[config.mk]
export PLATFORM = sky130hd
export DESIGN_NAME = des_round_engine
export DESIGN_NICKNAME = d
export VERILOG_FILES = /design/src/rtl/des_round_engine.sv
export SDC_FILE = /design/constraint.sdc
export NUM_CORES = 1
export LEC_CHECK = 0
export ABC_CLOCK_PERIOD_IN_PS = 3000
export CORE_ASPECT_RATIO = 1.1
export CORE_MARGIN = 1.5
export CORE_UTILIZATION = 41
export DETAILED_ROUTE_END_ITERATION = 16
export PLACE_DENSITY = 0.6
export SETUP_SLACK_MARGIN = 0.5
export SKIP_LAST_GASP = 1
export SLEW_MARGIN = 20
export SYNTH_ARGS = -nofsm -noshare
export SYNTH_HDL_FRONTEND = slang
export SYNTH_SLANG_ARGS = --single-unit
[constraint.sdc]
create_clock -name clk -period 3 [get_ports clk]
set_input_delay 0.3 -clock clk [delete_from_list [all_inputs] [get_ports clk]]
set_output_delay 0.3 -clock clk [all_outputs]
set_load 0.005 [all_outputs]
[src/rtl/des_round_engine.sv]
// Iterative DES Feistel round engine placed between IP and FP; one round is
// expand+key-mix, an optional registered S-box stage, then the Feistel update.
module des_round_engine #(
  parameter int NUM_ROUNDS = 16,
  parameter int SBOX_REG   = 1
) (
  input  logic        clk,
  input  logic        rst,
  input  logic        in_valid,
  output logic        in_ready,
  input  logic [31:0] in_l,
  input  logic [31:0] in_r,
  input  logic        in_decrypt,
  output logic [3:0]  key_idx,
  input  logic [47:0] subkey,
  output logic        out_valid,
  input  logic        out_ready,
  output logic [31:0] out_l,
  output logic [31:0] out_r
);

  typedef enum logic [2:0] {
    S_IDLE = 3'd0,
    S_XK   = 3'd1,
    S_SB   = 3'd2,
    S_UPD  = 3'd3,
    S_DONE = 3'd4
  } state_t;

  localparam logic [3:0] LAST_RC = 4'(NUM_ROUNDS - 1);

  // Each entry holds one S-box: 64 nibbles, row-major, entry 0 in the top nibble.
  localparam logic [255:0] SBOX_TBL [8] = '{
    256'hE4D12FB83A6C5907_0F74E2D1A6CB9538_41E8D62BFC973A50_FC8249175B3EA06D,
    256'hF18E6B34972DC05A_3D47F28EC01A69B5_0E7BA4D158C6932F_D8A13F42B67C05E9,
    256'hA09E63F51DC7B428_D709346A285ECBF1_D6498F30B12C5AE7_1AD069874FE3B52C,
    256'h7DE3069A1285BC4F_D8B56F03472C1AE9_A690CB7DF13E5284_3F06A1D8945BC72E,
    256'h2C417AB6853FD0E9_EB2C47D150FA3986_421BAD78F9C5630E_B8C71E2D6F09A453,
    256'hC1AF92680D34E75B_AF427C9561DE0B38_9EF528C3704A1DB6_432C95FABE17608D,
    256'h4B2EF08D3C975A61_D0B7491AE35C2F86_14BDC37EAF680592_6BD814A7950FE23C,
    256'hD2846FB1A93E50C7_1FD8A374C56B0E92_7B419CE206ADF358_21E74A8DFC90356B
  };

  function automatic logic [47:0] expand(input logic [31:0] r);
    return {r[0], r[31:27], r[28:23], r[24:19], r[20:15],
            r[16:11], r[12:7], r[8:3], r[4:0], r[31]};
  endfunction

  // Row is formed from the outer bits, column from the middle four.
  function automatic logic [3:0] sbox(input int j, input logic [5:0] b);
    logic [5:0]   idx;
    logic [255:0] tbl;
    int           pos;
    idx = {b[5], b[0], b[4:1]};
    pos = 252 - 4 * int'(idx);
    tbl = SBOX_TBL[j];
    return tbl[pos +: 4];
  endfunction

  function automatic logic [31:0] sbox_all(input logic [47:0] x);
    logic [31:0] s;
    s = 32'h0000_0000;
    for (int j = 0; j < 8; j++) begin
      s[28 - 4 * j +: 4] = sbox(j, x[42 - 6 * j +: 6]);
    end
    return s;
  endfunction

  function automatic logic [31:0] perm_p(input logic [31:0] s);
    return {s[16], s[25], s[12], s[11], s[3],  s[20], s[4],  s[15],
            s[31], s[17], s[9],  s[6],  s[27], s[14], s[1],  s[22],
            s[30], s[24], s[8],  s[18], s[0],  s[5],  s[29], s[23],
            s[13], s[19], s[2],  s[26], s[10], s[21], s[28], s[7]};
  endfunction

  function automatic logic [3:0] round_key_idx(input logic [3:0] rc, input logic dec);
    logic [3:0] k;
    if (dec) begin
      k = LAST_RC - rc;
    end else begin
      k = rc;
    end
    return k;
  endfunction

  state_t      state_q, state_d;
  logic [31:0] l_q, l_d;
  logic [31:0] r_q, r_d;
  logic [47:0] dk_q, dk_d;
  logic [31:0] sq_q, sq_d;
  logic [3:0]  rc_q, rc_d;
  logic        mode_q, mode_d;
  logic [3:0]  key_idx_q, key_idx_d;
  logic        in_ready_q, in_ready_d;
  logic        out_valid_q, out_valid_d;
  logic [31:0] out_l_q, out_l_d;
  logic [31:0] out_r_q, out_r_d;
  logic [31:0] sb_in_s;
  logic [31:0] f_s;

  // Round function output feeding the Feistel update.
  always_comb begin
    if (SBOX_REG != 0) begin
      sb_in_s = sq_q;
    end else begin
      sb_in_s = sbox_all(dk_q);
    end
    f_s = perm_p(sb_in_s);
  end

  // Next-state and datapath decode.
  always_comb begin
    state_d     = state_q;
    l_d         = l_q;
    r_d         = r_q;
    dk_d        = dk_q;
    sq_d        = sq_q;
    rc_d        = rc_q;
    mode_d      = mode_q;
    key_idx_d   = key_idx_q;
    in_ready_d  = in_ready_q;
    out_valid_d = out_valid_q;
    out_l_d     = out_l_q;
    out_r_d     = out_r_q;
    case (state_q)
      S_IDLE: begin
        if (in_valid && in_ready_q) begin
          l_d        = in_l;
          r_d        = in_r;
          mode_d     = in_decrypt;
          rc_d       = 4'd0;
          key_idx_d  = round_key_idx(4'd0, in_decrypt);
          in_ready_d = 1'b0;
          state_d    = S_XK;
        end else begin
          state_d = S_IDLE;
        end
      end
      S_XK: begin
        dk_d = expand(r_q) ^ subkey;
        if (SBOX_REG != 0) begin
          state_d = S_SB;
        end else begin
          state_d = S_UPD;
        end
      end
      S_SB: begin
        sq_d    = sbox_all(dk_q);
        state_d = S_UPD;
      end
      S_UPD: begin
        l_d = r_q;
        r_d = l_q ^ f_s;
        if (rc_q == LAST_RC) begin
          out_valid_d = 1'b1;
          out_l_d     = l_q ^ f_s;
          out_r_d     = r_q;
          key_idx_d   = 4'd0;
          state_d     = S_DONE;
        end else begin
          rc_d      = rc_q + 4'd1;
          key_idx_d = round_key_idx(rc_q + 4'd1, mode_q);
          state_d   = S_XK;
        end
      end
      S_DONE: begin
        if (out_ready) begin
          out_valid_d = 1'b0;
          out_l_d     = 32'h0000_0000;
          out_r_d     = 32'h0000_0000;
          in_ready_d  = 1'b1;
          state_d     = S_IDLE;
        end else begin
          state_d = S_DONE;
        end
      end
      default: begin
        out_valid_d = 1'b0;
        out_l_d     = 32'h0000_0000;
        out_r_d     = 32'h0000_0000;
        key_idx_d   = 4'd0;
        in_ready_d  = 1'b1;
        state_d     = S_IDLE;
      end
    endcase
  end

  // State registers with synchronous reset that discards any block in flight.
  always_ff @(posedge clk) begin
    if (rst) begin
      state_q     <= S_IDLE;
      l_q         <= 32'h0000_0000;
      r_q         <= 32'h0000_0000;
      dk_q        <= 48'h0000_0000_0000;
      sq_q        <= 32'h0000_0000;
      rc_q        <= 4'd0;
      mode_q      <= 1'b0;
      key_idx_q   <= 4'd0;
      in_ready_q  <= 1'b1;
      out_valid_q <= 1'b0;
      out_l_q     <= 32'h0000_0000;
      out_r_q     <= 32'h0000_0000;
    end else begin
      state_q     <= state_d;
      l_q         <= l_d;
      r_q         <= r_d;
      dk_q        <= dk_d;
      sq_q        <= sq_d;
      rc_q        <= rc_d;
      mode_q      <= mode_d;
      key_idx_q   <= key_idx_d;
      in_ready_q  <= in_ready_d;
      out_valid_q <= out_valid_d;
      out_l_q     <= out_l_d;
      out_r_q     <= out_r_d;
    end
  end

  assign in_ready  = in_ready_q;
  assign key_idx   = key_idx_q;
  assign out_valid = out_valid_q;
  assign out_l     = out_l_q;
  assign out_r     = out_r_q;

endmodule

==> summary.txt <==
Logic synthesis
  • #FFs+latches synth: 222
  • Synth Flop Type: dfxtp_1
  • Mapped cell area: 13700 um^2
  • Number of synthesized flops with an enable pin: 0
  • Adder-cell area share of the yosys netlist: 5.83%
  • Largest family of logic cells by synthesized area: compound AO/OA/AOI/OAI gates
  • Mapped Cells: 1651
  • Post-synthesis xor/xnor area fraction: 7.34%
  • Synth cell types: 75
  • Top cells by area, synth: dfxtp_1, nor2_1, a211oi_1
  • Simple-Gate Fraction of Synth Area: 15.4%
  • Synth Area in Compound Gates: 22.3%
  • Syn Area/Cell: 8.31 um^2
  • Ys async rst share: 0%
  • Most area-hungry cell type in the Yosys netlist: dfxtp_1
  • Post-Synthesis Net Count: 1832
  • Warnings, synthesis: 0
  • Share of the synthesized area in the top cell type: 32.4%
  • Sequential area share after synthesis: 32.4%
  • Multiplexer area fraction after synthesis: 10.6%

Drt
  • Drt first pass iters: 5
  • DR iter-0 viols: 768
  • Antenna viol nets, final: 0
  • DRC: 0
  • Vias per cell: 5.53
  • Final wirelength: 40900 um
  • Wire length per cell: 18.6 um
  • DR vias: 12200

Worst setup path
  • CP Data Required Time: 3.41 ns
  • Crit Path Category: flip-flop to flip-flop
  • CP max stage delay: 0.51 ns
  • Crit. End Element: flip-flop
  • Data arrival time of the critical path: 2.82 ns
  • Worst R2R Path Depth: 7
  • Worst-path cell chain: inv_1 > ha_1 > nor2b_1 > a21oi_1 > mux4_2 > a2111oi_0 > nor2_1
  • Type of origin of the critical path: flip-flop
  • Crit path max fanout: 9
  • CP max stage cell: mux4_2

STA
  • Max-slew violations: 0
  • Max Fclk: 414 MHz
  • Setup TNS Final: 0 ns
  • Final-report hold violation count: 0
  • Final setup viols: 0
  • Clock Skew: 0.00787 ns
  • RSZ-0062 raised after global routing: yes
  • Actual slew at the worst max-slew pin: 0.996 ns
  • Final period utilization: 80.6%
  • Slew HR: 33.5%
  • Min Tclk post-route: 2.42 ns

Power and ir drop
  • Pwr Total: 0.00979 W
  • Net Sw Frac: 32.7%
  • Leak: 5.90 nW
  • VDD IR-drop max: 358 uV
  • Logic pwr share: 27.3%
  • Sequential share of power: 38.6%
  • Pwr dens: 586 nW/um^2
  • Clock share of power: 34.1%
  • Internal Power: 0.00659 W
  • Switching power: 0.00321 W

Placed design
  • Routability cong.: 0.882
  • Buffers added on ports: 186
  • Placed Instance Area: 15800 um^2
  • Hpwl dp: 28900 um

Clock network
  • CTS Buf Count: 26
  • Root Buffer: clkbuf_16
  • CTS tree: yes
  • Sink Count: 222
  • Clk_lat worst skew: 0.53 ns
  • Htree depth: 1
  • Clock buffer depth: 3
  • Worst-path clk slew: 0.06 ns
  • Post-CTS Repair Setup Buffers: 0

Die
  • Core box area: 33100 um^2
  • Initial Util: 41.5%
  • Die H: 195 um
  • DIE AREA: 34600 um^2
  • IO Count: 187
  • Rows: 70
  • Die Width: 177 um

Job
  • Max Cap Viol: 0

GRT
  • Antenna violations before repair: 5
  • Vias in the first global route: 11800
  • Global-route wire length before repair: 65000 um
  • Pin count of the biggest net entering global routing: 76
  • GRT Residual Overflow: 0
  • Overall Global Routing Usage: 23.5%

Hold path
  • WHS Path Cells: 2
  • HP Class: primary input to flip-flop

Finish
  • Share of cells above drive strength 1: 8.28%
  • Final nets: 1926
  • P&R area growth vs syn: 21.7%
  • Post-route cell area: 16700 um^2

Outcome
  • Status: finished, final reports clean
[power groups by stage]
| stage | clock, W | combinational (W) | sequential [W] |
|---|---|---|---|
| global placement | 0 | 0.00263 | 0.00383 |
| global route | 0.00353 | 0.00298 | 0.00383 |
| finish | 0.00334 | 0.00267 | 0.00378 |
| detailed placement | 0 | 0.00265 | 0.00383 |
| CTS | 0.00342 | 0.00267 | 0.00377 |
| floorplan | 0 | 0.00225 | 0.00345 |
[flip-flops by register name, indices dropped and copies added (netlist names)]
name / flops
in_ready: 1
mode_q: 1
state_q: 3
out_valid: 1
l_q: 32
out_l: 32
rc_q: 4
key_idx: 4
r_q: 32
out_r: 32
dk_q: 48
sb_in_s: 32
[path summary, 6_finish.rpt]
kind	from	end	slack, ns
setup reg to reg	dk_q[25]$_SDFFE_PP0P_	sb_in_s[16]$_SDFFE_PP0P_	0.58
hold reg to reg	out_l[4]$_SDFFE_PP0P_	out_l[4]$_SDFFE_PP0P_	0.46
setup / recovery	dk_q[25]$_SDFFE_PP0P_	sb_in_s[16]$_SDFFE_PP0P_	0.58
hold / removal	rst	out_r[7]$_SDFFE_PP0P_	0.22
[critical path: cells and delay by family, from the launching register on]
family | cells | cell delay [ns]
adders and majority gates | 1 | 0.42
buffers and inverters | 1 | 0.16
and+or+nand+nor | 2 | 0.29
DFF | 1 | 0.41
muxes | 1 | 0.51
AOI/OAI and AO/OA | 2 | 0.50
[cells by family after synthesis]
family / Yosys count
mux: 120
fa+ha+maj: 64
flops: 222
buf+inv: 202
xor+xnor: 115
compound gates: 447
simple gates: 481
[timing repair]
| item | CTS | global route |
|---|---|---|
| hold buffers | 0 | 0 |
| setup endpoints to repair | 2 | 6 |
| pin swaps | 0 | 0 |
| resized for setup | 3 | 5 |
[per-stage QoR]
| step | util (%) | cells | setup slack [ns] | hold slack, ns |
|---|---|---|---|---|
| 2_1_floorplan | - | 1651 | 0.580 | 0.441 |
| 3_3_place_gp | 47.7 | 2149 | 0.520 | 0.441 |
| 3_5_place_dp | 47.7 | 2149 | 0.471 | 0.445 |
| 4_1_cts | 50.4 | 2195 | 0.496 | 0.219 |
| 5_1_grt | 50.4 | 2195 | 0.413 | 0.241 |
| 6_report | 50.4 | 2197 | 0.583 | 0.223 |
[synthesized netlist by cell type (7+ instances only)]
| cell type | number |
|---|---|
| a31oi_1 | 12 |
| nand3b_1 | 8 |
| buf_2 | 52 |
| o21ai_0 | 51 |
| mux2_2 | 26 |
| a2111oi_0 | 11 |
| nor2b_1 | 15 |
| xor2_1 | 21 |
| nand3_1 | 21 |
| a211o_1 | 8 |
| xnor2_1 | 94 |
| nor2_1 | 256 |
| o211ai_1 | 20 |
| nor3_1 | 20 |
| ha_1 | 64 |
| buf_4 | 7 |
| mux2i_1 | 76 |
| dfxtp_1 | 222 |
| nand2b_1 | 16 |
| mux4_2 | 16 |
| inv_1 | 46 |
| a21oi_1 | 105 |
| o2111ai_1 | 12 |
| nand2_1 | 103 |
| a22oi_1 | 48 |
| a211oi_1 | 117 |
| clkbuf_1 | 89 |
[layout by cell type (no fill, tap or decap), types with 6 or more instances in the layout]
cell | synthesis | routed
nand3b_1 | 8 | 8
nand2b_1 | 16 | 16
a2111oi_0 | 11 | 10
clkbuf_16 | 0 | 27
nand2_1 | 103 | 103
mux2i_1 | 76 | 76
nor3_1 | 20 | 19
clkdlybuf4s50_1 | 0 | 185
o2111ai_1 | 12 | 12
inv_1 | 46 | 46
buf_4 | 7 | 30
xor2_1 | 21 | 21
a211oi_1 | 117 | 117
o211ai_1 | 20 | 20
a211o_1 | 8 | 8
dfxtp_1 | 222 | 216
xnor2_1 | 94 | 94
a22oi_1 | 48 | 48
nand3_1 | 21 | 20
nor2b_1 | 15 | 15
a21boi_0 | 6 | 6
clkinv_2 | 0 | 6
o21ai_0 | 51 | 51
nor2_1 | 256 | 255
mux4_2 | 16 | 16
mux2_2 | 26 | 26
a21oi_1 | 105 | 105
a31oi_1 | 12 | 12
dfxtp_2 | 0 | 6
ha_1 | 64 | 63
[cell type report]
cell class	count	area [um^2]
antenna	2	5.00
clock buffer	34	732
clock inverter	12	165
fill	3144	16400
inverter	49	184
multi-input combinational	1227	8470
sequential	222	4450
tap	432	541
timing repair buffer	219	2150
[metal layers]
layer / up-vias / global-route usage (%) / part of all wire (%)
li1: 6083 / - / -
met1: 5710 / 32.3 / 46
met2: 300 / 37.6 / 45
met3: 55 / 4.44 / 6.5
met4: 2 / 5.79 / 2.1
met5: - / 0 / 0.032
No activity file was read; power rests on OpenSTA's default activity.
